--- config.mk ---
export PLATFORM = sky130hd
export DESIGN_NAME = tt_um_serial_adder_seq
export DESIGN_NICKNAME = d
export VERILOG_FILES = /design/src/rtl/tt_um_serial_adder_seq.sv
export SDC_FILE = /design/constraint.sdc
export NUM_CORES = 1
export LEC_CHECK = 0
export BUFFER_PORTS_ARGS = -buffer_cell sky130_fd_sc_hd__buf_2
export CAP_MARGIN = 30
export CELL_PAD_IN_SITES_DETAIL_PLACEMENT = 0
export CELL_PAD_IN_SITES_GLOBAL_PLACEMENT = 1
export CORE_ASPECT_RATIO = 2
export CORE_MARGIN = 2
export CORE_UTILIZATION = 30
export DETAILED_ROUTE_END_ITERATION = 8
export GPL_TIMING_DRIVEN = 0
export PLACE_DENSITY = 0.59
export RECOVER_POWER = 50
export SLEW_MARGIN = 20
export SYNTH_ARGS = -nofsm -noshare
export SYNTH_HDL_FRONTEND = slang
export SYNTH_SLANG_ARGS = --single-unit
--- constraint.sdc ---
create_clock -name clk -period 2.55 [get_ports clk]
set_input_delay 0.255 -clock clk [delete_from_list [all_inputs] [get_ports clk]]
set_output_delay 0.255 -clock clk [all_outputs]
set_load 0.01 [all_outputs]
--- src/rtl/tt_um_serial_adder_seq.sv ---
// ---------------------------------------------------------------------------
// tt_um_serial_adder_seq
//
// Bit-serial adder. Two operands are loaded from ui_in, then a rising edge on
// the start control sums them LSB-first, one bit per clock, over NBITS cycles.
// The sum lands in R (uo_out) and the final carry is presented as cout.
//
// Parameters
//   NBITS    : number of operand bits summed per run (1..8)
//
// Ports
//   clk      : clock, all state on the rising edge
//   rst_n    : asynchronous active-low reset
//   ena      : power-good indicator, unused
//   ui_in    : operand data bus
//   uio_in   : [0] load_a, [1] load_b, [2] start, [3] cin, [7:4] unused
//   uo_out   : result register R
//   uio_out  : [4] busy, [5] done, [6] cout, [7] last serial sum bit,
//              [3:0] tied low
//   uio_oe   : constant 8'hF0 (upper nibble driven)
// ---------------------------------------------------------------------------
module tt_um_serial_adder_seq #(
  parameter int NBITS = 8
) (
  input  logic       clk,
  input  logic       rst_n,
  input  logic       ena,
  input  logic [7:0] ui_in,
  input  logic [7:0] uio_in,
  output logic [7:0] uo_out,
  output logic [7:0] uio_out,
  output logic [7:0] uio_oe
);

  typedef enum logic [1:0] {
    IDLE = 2'd0,
    RUN  = 2'd1,
    DONE = 2'd2
  } state_t;

  localparam logic [2:0] LAST_IDX = 3'(NBITS - 1);

  // Control decode
  logic load_a;
  logic load_b;
  logic start;
  logic cin;
  logic any_load;
  logic start_evt;

  assign load_a   = uio_in[0];
  assign load_b   = uio_in[1];
  assign start    = uio_in[2];
  assign cin      = uio_in[3];
  assign any_load = load_a | load_b;

  // Registered state
  state_t     state_q, state_d;
  logic [7:0] a_q, a_d;
  logic [7:0] b_q, b_d;
  logic [7:0] r_q, r_d;
  logic       c_q, c_d;
  logic [2:0] i_q, i_d;
  logic       sum_q, sum_d;
  logic       s_prev_q;
  logic       armed_q;
  logic       busy_q;
  logic       done_q;

  // armed_q stays low after reset until start has been seen low once, so a
  // start held high across reset release cannot look like a fresh edge even
  // though s_prev_q itself resets to 0.
  assign start_evt = start & ~s_prev_q & armed_q;

  // Serial bit slice
  logic bit_a;
  logic bit_b;
  logic bit_s;
  logic bit_c;

  always_comb begin
    bit_a = a_q[i_q];
    bit_b = b_q[i_q];
    bit_s = bit_a ^ bit_b ^ c_q;
    bit_c = (bit_a & bit_b) | (bit_a & c_q) | (bit_b & c_q);
  end

  // Next-state and datapath
  always_comb begin
    state_d = state_q;
    a_d     = a_q;
    b_d     = b_q;
    r_d     = r_q;
    c_d     = c_q;
    i_d     = i_q;
    sum_d   = sum_q;

    case (state_q)
      IDLE, DONE: begin
        if (any_load) begin
          // Loads win over a coincident start; that start is simply lost.
          if (load_a) a_d = ui_in;
          if (load_b) b_d = ui_in;
          state_d = IDLE;
        end else if (start_evt) begin
          state_d = RUN;
          c_d     = cin;
          i_d     = '0;
          r_d     = '0;
        end
      end

      RUN: begin
        // Only bits 0..NBITS-1 are ever indexed, so R above NBITS stays 0.
        r_d[i_q] = bit_s;
        c_d      = bit_c;
        sum_d    = bit_s;
        i_d      = i_q + 3'd1;
        if (i_q == LAST_IDX) begin
          state_d = DONE;
        end
      end

      default: begin
        state_d = IDLE;
      end
    endcase
  end

  always_ff @(posedge clk or negedge rst_n) begin
    if (!rst_n) begin
      state_q  <= IDLE;
      a_q      <= '0;
      b_q      <= '0;
      r_q      <= '0;
      c_q      <= 1'b0;
      i_q      <= '0;
      sum_q    <= 1'b0;
      s_prev_q <= 1'b0;
      armed_q  <= 1'b0;
      busy_q   <= 1'b0;
      done_q   <= 1'b0;
    end else begin
      state_q  <= state_d;
      a_q      <= a_d;
      b_q      <= b_d;
      r_q      <= r_d;
      c_q      <= c_d;
      i_q      <= i_d;
      sum_q    <= sum_d;
      s_prev_q <= start;
      if (!start) armed_q <= 1'b1;
      // Status flags registered from the next state so they track it exactly.
      busy_q   <= (state_d == RUN);
      done_q   <= (state_d == DONE);
    end
  end

  assign uo_out  = r_q;
  assign uio_out = {sum_q, c_q, done_q, busy_q, 4'b0000};
  assign uio_oe  = 8'hF0;

  logic unused_ok;
  assign unused_ok = &{1'b0, ena, uio_in[7:4]};

endmodule
==> impl_metrics.env, run 1 <==
export IMPL_outcome="finished with violations"
export IMPL_violations="max-capacitance violations, max-slew violations"
export IMPL_placed_cell_area_sq_um=2165
export IMPL_clock_sinks=35
export IMPL_whs_endpoint="s_prev_q$_DFF_PN0_"
export IMPL_gr_total_overflow=0
export IMPL_power_density_nw_per_um2=1229
export IMPL_cts_made_buffers=5
export IMPL_synth_area_sq_um=1894
export IMPL_skew_ps=4.893
export IMPL_finalSetupTns_ps=0
export IMPL_clk_latency_ps=280
export IMPL_synth_top_family_by_area="simple AND/OR/NAND/NOR gates"
export IMPL_finalWorstSetupSlack_ps=144.1
export IMPL_dr_first_iter_drc_count=52
export IMPL_rows=41
export IMPL_yosys_area_share_simple_pct=15.65
export IMPL_finalMaxSlewViolations=36
export IMPL_die_w_microns=60.19
export IMPL_dp_slack_ps=-159.6
export IMPL_power_frac_comb_pct=45.6
export IMPL_tritoncts="done"
export IMPL_grt_pass1_vias=1439
export IMPL_rr_startpoint="i_q[2]$_DFFE_PN0P_"
export IMPL_synth_edf_count=0
export IMPL_syn_to_final_growth_pct=23.71
export IMPL_post_drt_wl_per_cell_microns=13.19
export IMPL_finalSetupViolCount=0
export IMPL_switching_power_mw=1.063
export IMPL_clockBufferDepth=2
export IMPL_rsz0062_at_grt="false"
export IMPL_synth_top_area_share_pct=46.24
export IMPL_grt_first_pass_wirelength_mm=6.920
export IMPL_yosysMostFrequentCell="dfrtp_1"
export IMPL_cp_start_kind="register"
export IMPL_synth_adder_area_share_pct=3.435
export IMPL_avgViaCountPerCell=4.522
export IMPL_fin_crit_sh_pct=94.35
export IMPL_h_tree_depth=2
export IMPL_clock_root_buffer="clkbuf_16"
export IMPL_r2r_end="uo_out[1]$_DFFE_PN0P_"
export IMPL_postCtsSetupRepairBufs=0
export IMPL_vdd_ir_drop_max_uv=570.5
export IMPL_drv_cap=1
export IMPL_synth_largest_area_cell="dfrtp_1"
export IMPL_leakagePower_nw=1.060
export IMPL_endpoint_kind="register"
export IMPL_async_flop_share_pct=100.0
export IMPL_first_pass_iters=4
export IMPL_io_buffers=25
export IMPL_clockPowerShare_pct=20.6
export IMPL_antenna_found_initial=0
export IMPL_finalCriticalPeriod_ps=2406
export IMPL_clkTransAtPathRegs_ps=50
export IMPL_critPathTopFamily="simple AND/OR/NAND/NOR gates"
export IMPL_drive_above_1_share_pct=33.95
export IMPL_num_antenna_cells=0
export IMPL_synth_warnings=0
export IMPL_synthTopCellsByCount="dfrtp_1 (35), buf_4 (16), mux2_2 (16), o211ai_1 (15), nand2_1 (9)"
export IMPL_required_ps=2710
export IMPL_grt_max_degree=36
export IMPL_synthDistinctLibCells=37
export IMPL_synth_area_leaders="dfrtp_1 (46%), mux2_2 (9.5%), buf_4 (6.3%), o211ai_1 (5.9%), or3_1 (2.3%)"
export IMPL_pin_count=43
export IMPL_hold_viol=0
export IMPL_start_util_pct=30.52
export IMPL_rrSetupSlack_ps=140
export IMPL_synth_compound_area_share_pct=11.82
export IMPL_critical_path_max_stage_delay_ps=490
export IMPL_final_area_sq_um=2344
export IMPL_cp_num_buf_inv=1
export IMPL_num_vias=1361
export IMPL_nFillCells=618
export IMPL_ys_ff_latch=35
export IMPL_hold_depth=1
export IMPL_synthFlopType="dfrtp_1"
export IMPL_nets=238
export IMPL_worstHoldStart="uio_in[2]"
export IMPL_final_antenna_net_count=0
export IMPL_path_cells="buf_6 > nand2_1 > mux4_2 > o221ai_2 > fa_1 > nand4b_1 > nor2_1 > or3_1"
export IMPL_routabilityCongestion=0.7596
export IMPL_die_h_microns=116.4
export IMPL_synth_area_mux_share_pct=12.81
export IMPL_relSlewSlack_pct=-23.23
export IMPL_fmax_ghz=0.4156
export IMPL_drt_total_wl_mm=3.971
export IMPL_critPathKind="register to register"
export IMPL_swShare_pct=36.88
export IMPL_hp_class="input pin to register"
export IMPL_grt_total_usage_pct=13.21
export IMPL_crit_slowest_cell="mux4_2"
export IMPL_crit_fanout=10
export IMPL_syn_inst=173
export IMPL_core_sq_um=6207
export IMPL_cts_hold_buf=0
export IMPL_power_frac_seq_pct=33.7
export IMPL_avgSynthCellArea_sq_um=10.95
export IMPL_yosysSeqAreaShare_pct=46.24
export IMPL_p_int_mw=1.818
export IMPL_synth_xor_area_share_pct=0
export IMPL_worst_ep_arrival_time_ps=2560
export IMPL_place_hpwl_mm=2.943
export IMPL_r2r_cells=8
export IMPL_drcViolationCount=0
export IMPL_die_area_sq_um=7005
export IMPL_worst_slew_pin_slew_ps=1848
[cells by family (layout without fill, tap and decap cells)]
| logic type | count (synthesis) | in the layout |
|---|---|---|
| AND/OR/NAND/NOR | 50 | 50 |
| multiplexers | 21 | 21 |
| other | 2 | 12 |
| flip-flops | 35 | 35 |
| AO/OA/AOI/OAI | 30 | 30 |
| adder cells (fa/ha/maj) | 4 | 4 |
| buffers and inverters | 31 | 63 |
[final cells by class]
cell class / count / area, sq um / area share, %
Multi-Input combinational cell: 117 / 892.1 / 38.07
Inverter: 3 / 11.26 / 0.4805
Tap cell: 86 / 107.6 / 4.592
Sequential cell: 35 / 877.1 / 37.43
Clock inverter: 1 / 5.005 / 0.2136
Clock buffer: 6 / 138.9 / 5.926
Timing Repair Buffer: 25 / 117.6 / 5.019
Buffer: 28 / 193.9 / 8.275
[sequential cells by signal (all words and copies together) (netlist names)]
name      flops
a_q           8
i_q           3
b_q           8
sum_q         1
state_q       2
done_q        1
c_q           1
armed_q       1
s_prev_q      1
busy_q        1
uo_out        8
[metal layers]
layer / vias up / global-route usage, % / wire length, microns / part of all wire (%)
li1: 679 / - / - / -
met1: 640 / 16.67 / 1843 / 46
met2: 34 / 21.16 / 1928 / 49
met3: 8 / 3.212 / 129 / 3.2
met4: 0 / 5.481 / 70 / 1.8
met5: - / 0 / 0 / 0
[worst max path at each step]
stage | startpoint | end | cells after the start
finish | i_q[2]$_DFFE_PN0P_ | uo_out[1]$_DFFE_PN0P_ | 8
CTS | i_q[0]$_DFFE_PN0P_ | uo_out[3]$_DFFE_PN0P_ | 8
floorplan | i_q[0]$_DFFE_PN0P_ | uo_out[6]$_DFFE_PN0P_ | 7
global placement | i_q[0]$_DFFE_PN0P_ | uo_out[1]$_DFFE_PN0P_ | 8
global route | i_q[2]$_DFFE_PN0P_ | uo_out[1]$_DFFE_PN0P_ | 8
detailed placement | i_q[0]$_DFFE_PN0P_ | uo_out[1]$_DFFE_PN0P_ | 8
[stage by stage]
step | cells | hold slack, ps | total power, mW | utilization [%]
after floorplan | 183 | -40.59 | 1.856 | -
after global placement | 294 | 373.9 | 2.207 | 34.87
after detailed placement | 294 | 386.3 | 2.240 | 34.87
after CTS | 301 | 90.47 | 2.857 | 37.29
after global routing | 301 | 127.1 | 3.143 | 37.75
final | 301 | 126.1 | 2.881 | 37.75
[power groups by stage]
stage                     combinational [mW]  clock, mW  sequential (mW)
final                                   1.31      0.595            0.971
after global routing                    1.49      0.638             1.01
after CTS                               1.28      0.611            0.965
after detailed placement                1.27          0            0.974
after global placement                  1.25          0            0.961
after floorplan                        0.917          0            0.939
[cells in the final DEF, fill, tap and decap left out, types with 3 or more instances in the layout]
| master | Yosys | layout |
|---|---|---|
| dfrtp_1 | 35 | 34 |
| buf_2 | 5 | 21 |
| buf_4 | 16 | 17 |
| mux2_2 | 16 | 16 |
| o211ai_1 | 15 | 15 |
| clkbuf_1 | 7 | 12 |
| conb_1 | 2 | 12 |
| nand2_1 | 9 | 9 |
| or3_1 | 7 | 7 |
| nand3_1 | 7 | 7 |
| nand2b_1 | 6 | 6 |
| clkbuf_16 | 0 | 5 |
| o21ai_0 | 6 | 4 |
| inv_1 | 3 | 3 |
| buf_6 | 0 | 3 |
| mux2i_1 | 4 | 3 |
| or2_2 | 3 | 3 |
[what timing repair did]
action / CTS / global route
setup endpoints to repair: 8 / 8
pin swaps: 0 / 2
hold endpoints to repair: 0 / 0
gates resized for setup: 3 / 14
Note: power is estimated with default switching activity, not from simulation.
==> inputs of run 2 (changes only) <==
--- a/config.mk
+++ b/config.mk
@@ -15,8 +15,8 @@
 export DETAILED_ROUTE_END_ITERATION = 8
 export GPL_TIMING_DRIVEN = 0
 export PLACE_DENSITY = 0.59
-export RECOVER_POWER = 50
-export SLEW_MARGIN = 20
+export RECOVER_POWER = 100
+export SETUP_SLACK_MARGIN = 0.5
 export SYNTH_ARGS = -nofsm -noshare
 export SYNTH_HDL_FRONTEND = slang
 export SYNTH_SLANG_ARGS = --single-unit
==> run 2 against run 1 <==
Against the previous run: the run still ends with max-capacitance violations, max-slew violations left; cell area rose by 5.4%; first-iteration DRC count down 52%; critical path depth down 2; combinational power grew 21%; clock skew barely moved; sequential power up 0.9%; count of clock-buffer cells in the layout down 1; critical path type unchanged; largest power group unchanged; highest routed layer unchanged.
==> impl_metrics.env, run 2 (same netlist as run 1, synthesis figures left out) <==
export IMPL_h_tree_depth=2
export IMPL_clockBufferDepth=2
export IMPL_relSlewSlack_pct=-24.42
export IMPL_gr_total_overflow=0
export IMPL_r2r_end="uo_out[6]$_DFFE_PN0P_"
export IMPL_grt_max_degree=36
export IMPL_clock_root_buffer="clkbuf_16"
export IMPL_fin_crit_sh_pct=93.81
export IMPL_rows=41
export IMPL_crit_fanout=5
export IMPL_rrSetupSlack_ps=160
export IMPL_endpoint_kind="register"
export IMPL_post_drt_wl_per_cell_microns=13.93
export IMPL_holdWs_ps=121.4
export IMPL_routabilityCongestion=0.7680
export IMPL_worstSetupPathDepth=6
export IMPL_cts_hold_buf=0
export IMPL_critPathTopFamily="simple AND/OR/NAND/NOR gates"
export IMPL_grt_first_pass_wirelength_mm=7.224
export IMPL_start_util_pct=30.52
export IMPL_cp_start_kind="register"
export IMPL_rr_startpoint="i_q[2]$_DFFE_PN0P_"
export IMPL_r2r_cells=6
export IMPL_hold_viol=0
export IMPL_path_cells="nand2b_1 > mux4_2 > o221a_4 > fa_1 > or4_1 > nand3_1"
export IMPL_nFillCells=633
export IMPL_endpoint="uo_out[6]$_DFFE_PN0P_"
export IMPL_num_antenna_cells=0
export IMPL_io_buffers=25
export IMPL_critical_path_max_stage_delay_ps=520
export IMPL_skew_ps=5.224
export IMPL_drcViolationCount=0
export IMPL_tritoncts="done"
export IMPL_final_common_cell="dfrtp_1"
export IMPL_outcome="finished with violations"
export IMPL_vdd_ir_drop_max_uv=442.2
export IMPL_finalSetupViolCount=0
export IMPL_final_cells=312
export IMPL_clkTransAtPathRegs_ps=60
export IMPL_violations="max-capacitance violations, max-slew violations"
export IMPL_pin_count=43
export IMPL_power_density_nw_per_um2=1280
export IMPL_drv_cap=1
export IMPL_drive_above_1_share_pct=36.28
export IMPL_required_ps=2760
export IMPL_grt_pass1_vias=1488
export IMPL_hp_class="input pin to register"
export IMPL_die_area_sq_um=7005
export IMPL_syn_to_final_growth_pct=30.38
export IMPL_critPathKind="register to register"
export IMPL_cp_num_buf_inv=0
export IMPL_layout_common_cells="dfrtp_1 (34), buf_4 (23), clkbuf_1 (21)"
export IMPL_power_total_mw=3.161
export IMPL_grt_total_usage_pct=13.83
export IMPL_finalCriticalPeriod_ps=2392
export IMPL_finalMaxSlewViolations=36
export IMPL_clock_sinks=35
export IMPL_final_antenna_net_count=0
export IMPL_crit_slowest_cell="or4_1"
export IMPL_rsz0062_at_grt="true"
export IMPL_leakagePower_nw=1.094
export IMPL_worst_slew_pin_slew_ps=1866
export IMPL_core_sq_um=6207
export IMPL_worstHoldStart="uio_in[2]"
export IMPL_drt_total_wl_mm=4.346
export IMPL_die_h_microns=116.4
export IMPL_die_w_microns=60.19
export IMPL_first_pass_iters=4
export IMPL_place_hpwl_mm=3.068
export IMPL_fmax_ghz=0.4180
export IMPL_nets=248
export IMPL_dr_first_iter_drc_count=25
export IMPL_cts_made_buffers=5
export IMPL_clk_latency_ps=280
export IMPL_num_vias=1425
export IMPL_antenna_found_initial=0
export IMPL_finalSetupTns_ps=0
export IMPL_crit_path_start="i_q[2]$_DFFE_PN0P_"
export IMPL_avgViaCountPerCell=4.567
export IMPL_placed_cells=294
export IMPL_worst_ep_arrival_time_ps=2610
[run 2: worst min path at each step]
stage / end / depth (start not counted)
3_3_place_gp: uo_out[4]$_DFFE_PN0P_ / 1
5_1_grt: s_prev_q$_DFF_PN0_ / 1
4_1_cts: uo_out[0]$_DFFE_PN0P_ / 1
6_report: s_prev_q$_DFF_PN0_ / 1
2_1_floorplan: a_q[0]$_DFFE_PN0P_ / 0
3_5_place_dp: uo_out[4]$_DFFE_PN0P_ / 1
[run 2: per-stage QoR]
step	setup slack (ps)	instance area [sq um]	utilization, %
floorplan	306.1	1966	-
global placement	59.39	2198	35.42
detailed placement	69.74	2198	35.42
CTS	178.6	2452	39.51
global route	64.97	2470	39.79
finish	157.9	2470	39.79
[run 2: routing by layer]
metal  global-route usage, %  up-vias  part of all wire, %
met1                   17.21      687                   42
met4                   7.111        0                  2.6
met5                       0        -                    0
met2                   22.39       31                   52
li1                        -      697                    -
met3                   2.326       10                  3.2
[run 2: report_power, final]
part	total [mW]	switching [mW]	internal [mW]
registers	0.980	0.182	0.798
logic	1.59	0.762	0.825
clock network	0.594	0.234	0.359
[run 2: area by class of cell]
type,instances,area [sq um],area share (%)
well taps,86,107.6,4.357
flip-flops and latches,35,877.1,35.51
plain buffers,28,209.0,8.460
repair buffers,35,185.2,7.497
clock buffers,5,125.1,5.066
inverters,3,11.26,0.4559
clock inverters,3,20.02,0.8105
multi-input cells,117,934.6,37.84
[run 2: worst register-to-register path: cells and delay by family (launching register included)]
kind	cells	cell delay, ps
AO/OA/AOI/OAI	1	140
flip-flops	1	440
adder cells (fa/ha/maj)	1	480
multiplexers	1	510
AND/OR/NAND/NOR	3	750
[run 2: timing repair]
item | in CTS | in global routing
pin swaps | 7 | 1
resized for setup | 12 | 7
gates cloned | 1 | 0
endpoints found under the setup margin | 8 | 9
setup buffers | 6 | 3
==> inputs of run 3 (changes only) <==
--- a/config.mk
+++ b/config.mk
@@ -16,6 +16,7 @@
 export GPL_TIMING_DRIVEN = 0
 export PLACE_DENSITY = 0.59
 export RECOVER_POWER = 100
+export REMOVE_ABC_BUFFERS = 1
 export SETUP_SLACK_MARGIN = 0.5
 export SYNTH_ARGS = -nofsm -noshare
 export SYNTH_HDL_FRONTEND = slang
==> run 3 against run 2 <==
Against the previous run: the flow still finishes with violations (max-capacitance violations, max-slew violations); sequential cell count unchanged; critical path depth up 1; die area unchanged; sequential power up 1%; wire length down 10%; non-clock buffer count down 23; register-to-register slack worse by 20 ps; sequential share of layout area up 3.1 points; worst setup slack worse by 22 ps; clock skew up 1.4 ps; highest routed layer unchanged; final cell count down 7.4%; critical endpoint unchanged.
==> impl_metrics.env, run 3 (same netlist as run 1, synthesis figures left out) <==
export IMPL_power_density_nw_per_um2=1298
export IMPL_num_vias=1374
export IMPL_grt_first_pass_wirelength_mm=6.617
export IMPL_clkTransAtPathRegs_ps=60
export IMPL_clock_root_buffer="clkbuf_16"
export IMPL_critical_path_max_stage_delay_ps=510
export IMPL_final_area_sq_um=2283
export IMPL_dr_first_iter_drc_count=53
export IMPL_finalMaxSlewViolations=36
export IMPL_die_area_sq_um=7005
export IMPL_worst_slew_pin_slew_ps=1859
export IMPL_r2r_end="uo_out[6]$_DFFE_PN0P_"
export IMPL_routabilityCongestion=0.7088
export IMPL_die_h_microns=116.4
export IMPL_drt_total_wl_mm=3.902
export IMPL_rrSetupSlack_ps=140
export IMPL_start_util_pct=30.52
export IMPL_finalSetupViolCount=0
export IMPL_crit_slowest_cell="or4_1"
export IMPL_finalCriticalPeriod_ps=2414
export IMPL_grt_max_degree=36
export IMPL_power_total_mw=2.963
export IMPL_post_drt_wl_per_cell_microns=13.50
export IMPL_hold_depth=1
export IMPL_dp_slack_ps=-283.0
export IMPL_endpoint_kind="register"
export IMPL_clk_latency_ps=280
export IMPL_crit_fanout=7
export IMPL_final_antenna_net_count=0
export IMPL_io_buffers=25
export IMPL_antenna_found_initial=0
export IMPL_fin_util_pct=36.79
export IMPL_rows=41
export IMPL_path_cells="clkbuf_4 > nand2_1 > mux4_2 > o221a_2 > fa_1 > or4_1 > nand3_1"
export IMPL_h_tree_depth=2
export IMPL_place_hpwl_mm=2.586
export IMPL_tritoncts="done"
export IMPL_fmax_ghz=0.4142
export IMPL_gr_total_overflow=0
export IMPL_vdd_ir_drop_max_uv=466.3
export IMPL_relSlewSlack_pct=-23.91
export IMPL_placed_cell_area_sq_um=1993
export IMPL_fin_crit_sh_pct=94.68
export IMPL_pin_count=43
export IMPL_worst_ep_arrival_time_ps=2620
export IMPL_cp_start_kind="register"
export IMPL_worstHoldStart="uio_in[2]"
export IMPL_drv_cap=1
export IMPL_final_common_cell="dfrtp_1"
export IMPL_skew_ps=6.590
export IMPL_holdWs_ps=118.9
export IMPL_hold_viol=0
export IMPL_required_ps=2760
export IMPL_avgViaCountPerCell=4.754
export IMPL_r2r_cells=7
export IMPL_outcome="finished with violations"
export IMPL_clockBufferDepth=2
export IMPL_critPathKind="register to register"
export IMPL_finalWorstSetupSlack_ps=135.5
export IMPL_drcViolationCount=0
export IMPL_syn_to_final_growth_pct=20.54
export IMPL_nets=225
export IMPL_grt_pass1_vias=1354
export IMPL_first_pass_iters=4
export IMPL_layout_common_cells="dfrtp_1 (32), mux2_2 (16), clkbuf_1 (16)"
export IMPL_grt_total_usage_pct=12.51
export IMPL_leakagePower_nw=1.002
export IMPL_core_sq_um=6207
export IMPL_rr_startpoint="i_q[2]$_DFFE_PN0P_"
export IMPL_rsz0062_at_grt="true"
export IMPL_drive_above_1_share_pct=31.53
export IMPL_cts_made_buffers=5
export IMPL_whs_endpoint="s_prev_q$_DFF_PN0_"
export IMPL_die_w_microns=60.19
export IMPL_cts_hold_buf=0
export IMPL_clock_sinks=35
export IMPL_hp_class="input pin to register"
export IMPL_num_antenna_cells=0
export IMPL_violations="max-capacitance violations, max-slew violations"
[run 3: timing repair]
action,in CTS,in global routing
setup endpoints to repair,10,9
pin swaps,3,7
endpoints found under the hold margin,0,0
resized for setup,10,12
buffers inserted,8,7
gates cloned,0,0
[run 3: worst max-delay path, delay by kind of cell, from the launching register on]
family	cells	cell delay [ps]
buffers and inverters	1	160
AOI/OAI and AO/OA	1	150
adders and majority gates	1	480
and+or+nand+nor	3	650
muxes	1	480
DFF	1	430
[run 3: worst max-delay path by stage]
stage / start / end / cells after the start
floorplan: i_q[0]$_DFFE_PN0P_ / uo_out[6]$_DFFE_PN0P_ / 6
global placement: i_q[0]$_DFFE_PN0P_ / uo_out[6]$_DFFE_PN0P_ / 6
detailed placement: i_q[0]$_DFFE_PN0P_ / uo_out[6]$_DFFE_PN0P_ / 6
CTS: i_q[2]$_DFFE_PN0P_ / uo_out[6]$_DFFE_PN0P_ / 7
global route: i_q[2]$_DFFE_PN0P_ / uo_out[6]$_DFFE_PN0P_ / 7
finish: i_q[2]$_DFFE_PN0P_ / uo_out[6]$_DFFE_PN0P_ / 7
[run 3: through the flow]
step / cells / setup TNS (ps)
2_1_floorplan: 155 / 0
3_3_place_gp: 266 / -645.0
3_5_place_dp: 266 / -738.2
4_1_cts: 282 / 0
5_1_grt: 289 / 0
6_report: 289 / 0
[run 3: power breakdown]
part,switching (mW),leakage (nW),internal [mW]
Combinational,0.678,0.512,0.716
Clock,0.215,0.0679,0.360
Sequential,0.188,0.422,0.806
Total,1.08,1.00,1.88
[run 3: final cells by class]
cell class | count | area [sq um]
fillers | 649 | 3924
multi-input cells | 117 | 923.4
flip-flops and latches | 35 | 882.1
repair buffers | 40 | 221.5
clock buffers | 7 | 132.6
well taps | 86 | 107.6
inverters | 3 | 11.26
clock inverters | 1 | 5.005
[run 3: layer usage]
metal	share of wire [%]	global-route usage [%]	vias to the layer above	routed length (microns)
met5	0	0	-	0
met4	1.8	4.889	0	70
met3	3.8	2.658	9	148
met2	51	20.22	30	1987
met1	43	15.98	683	1696
li1	-	-	652	-
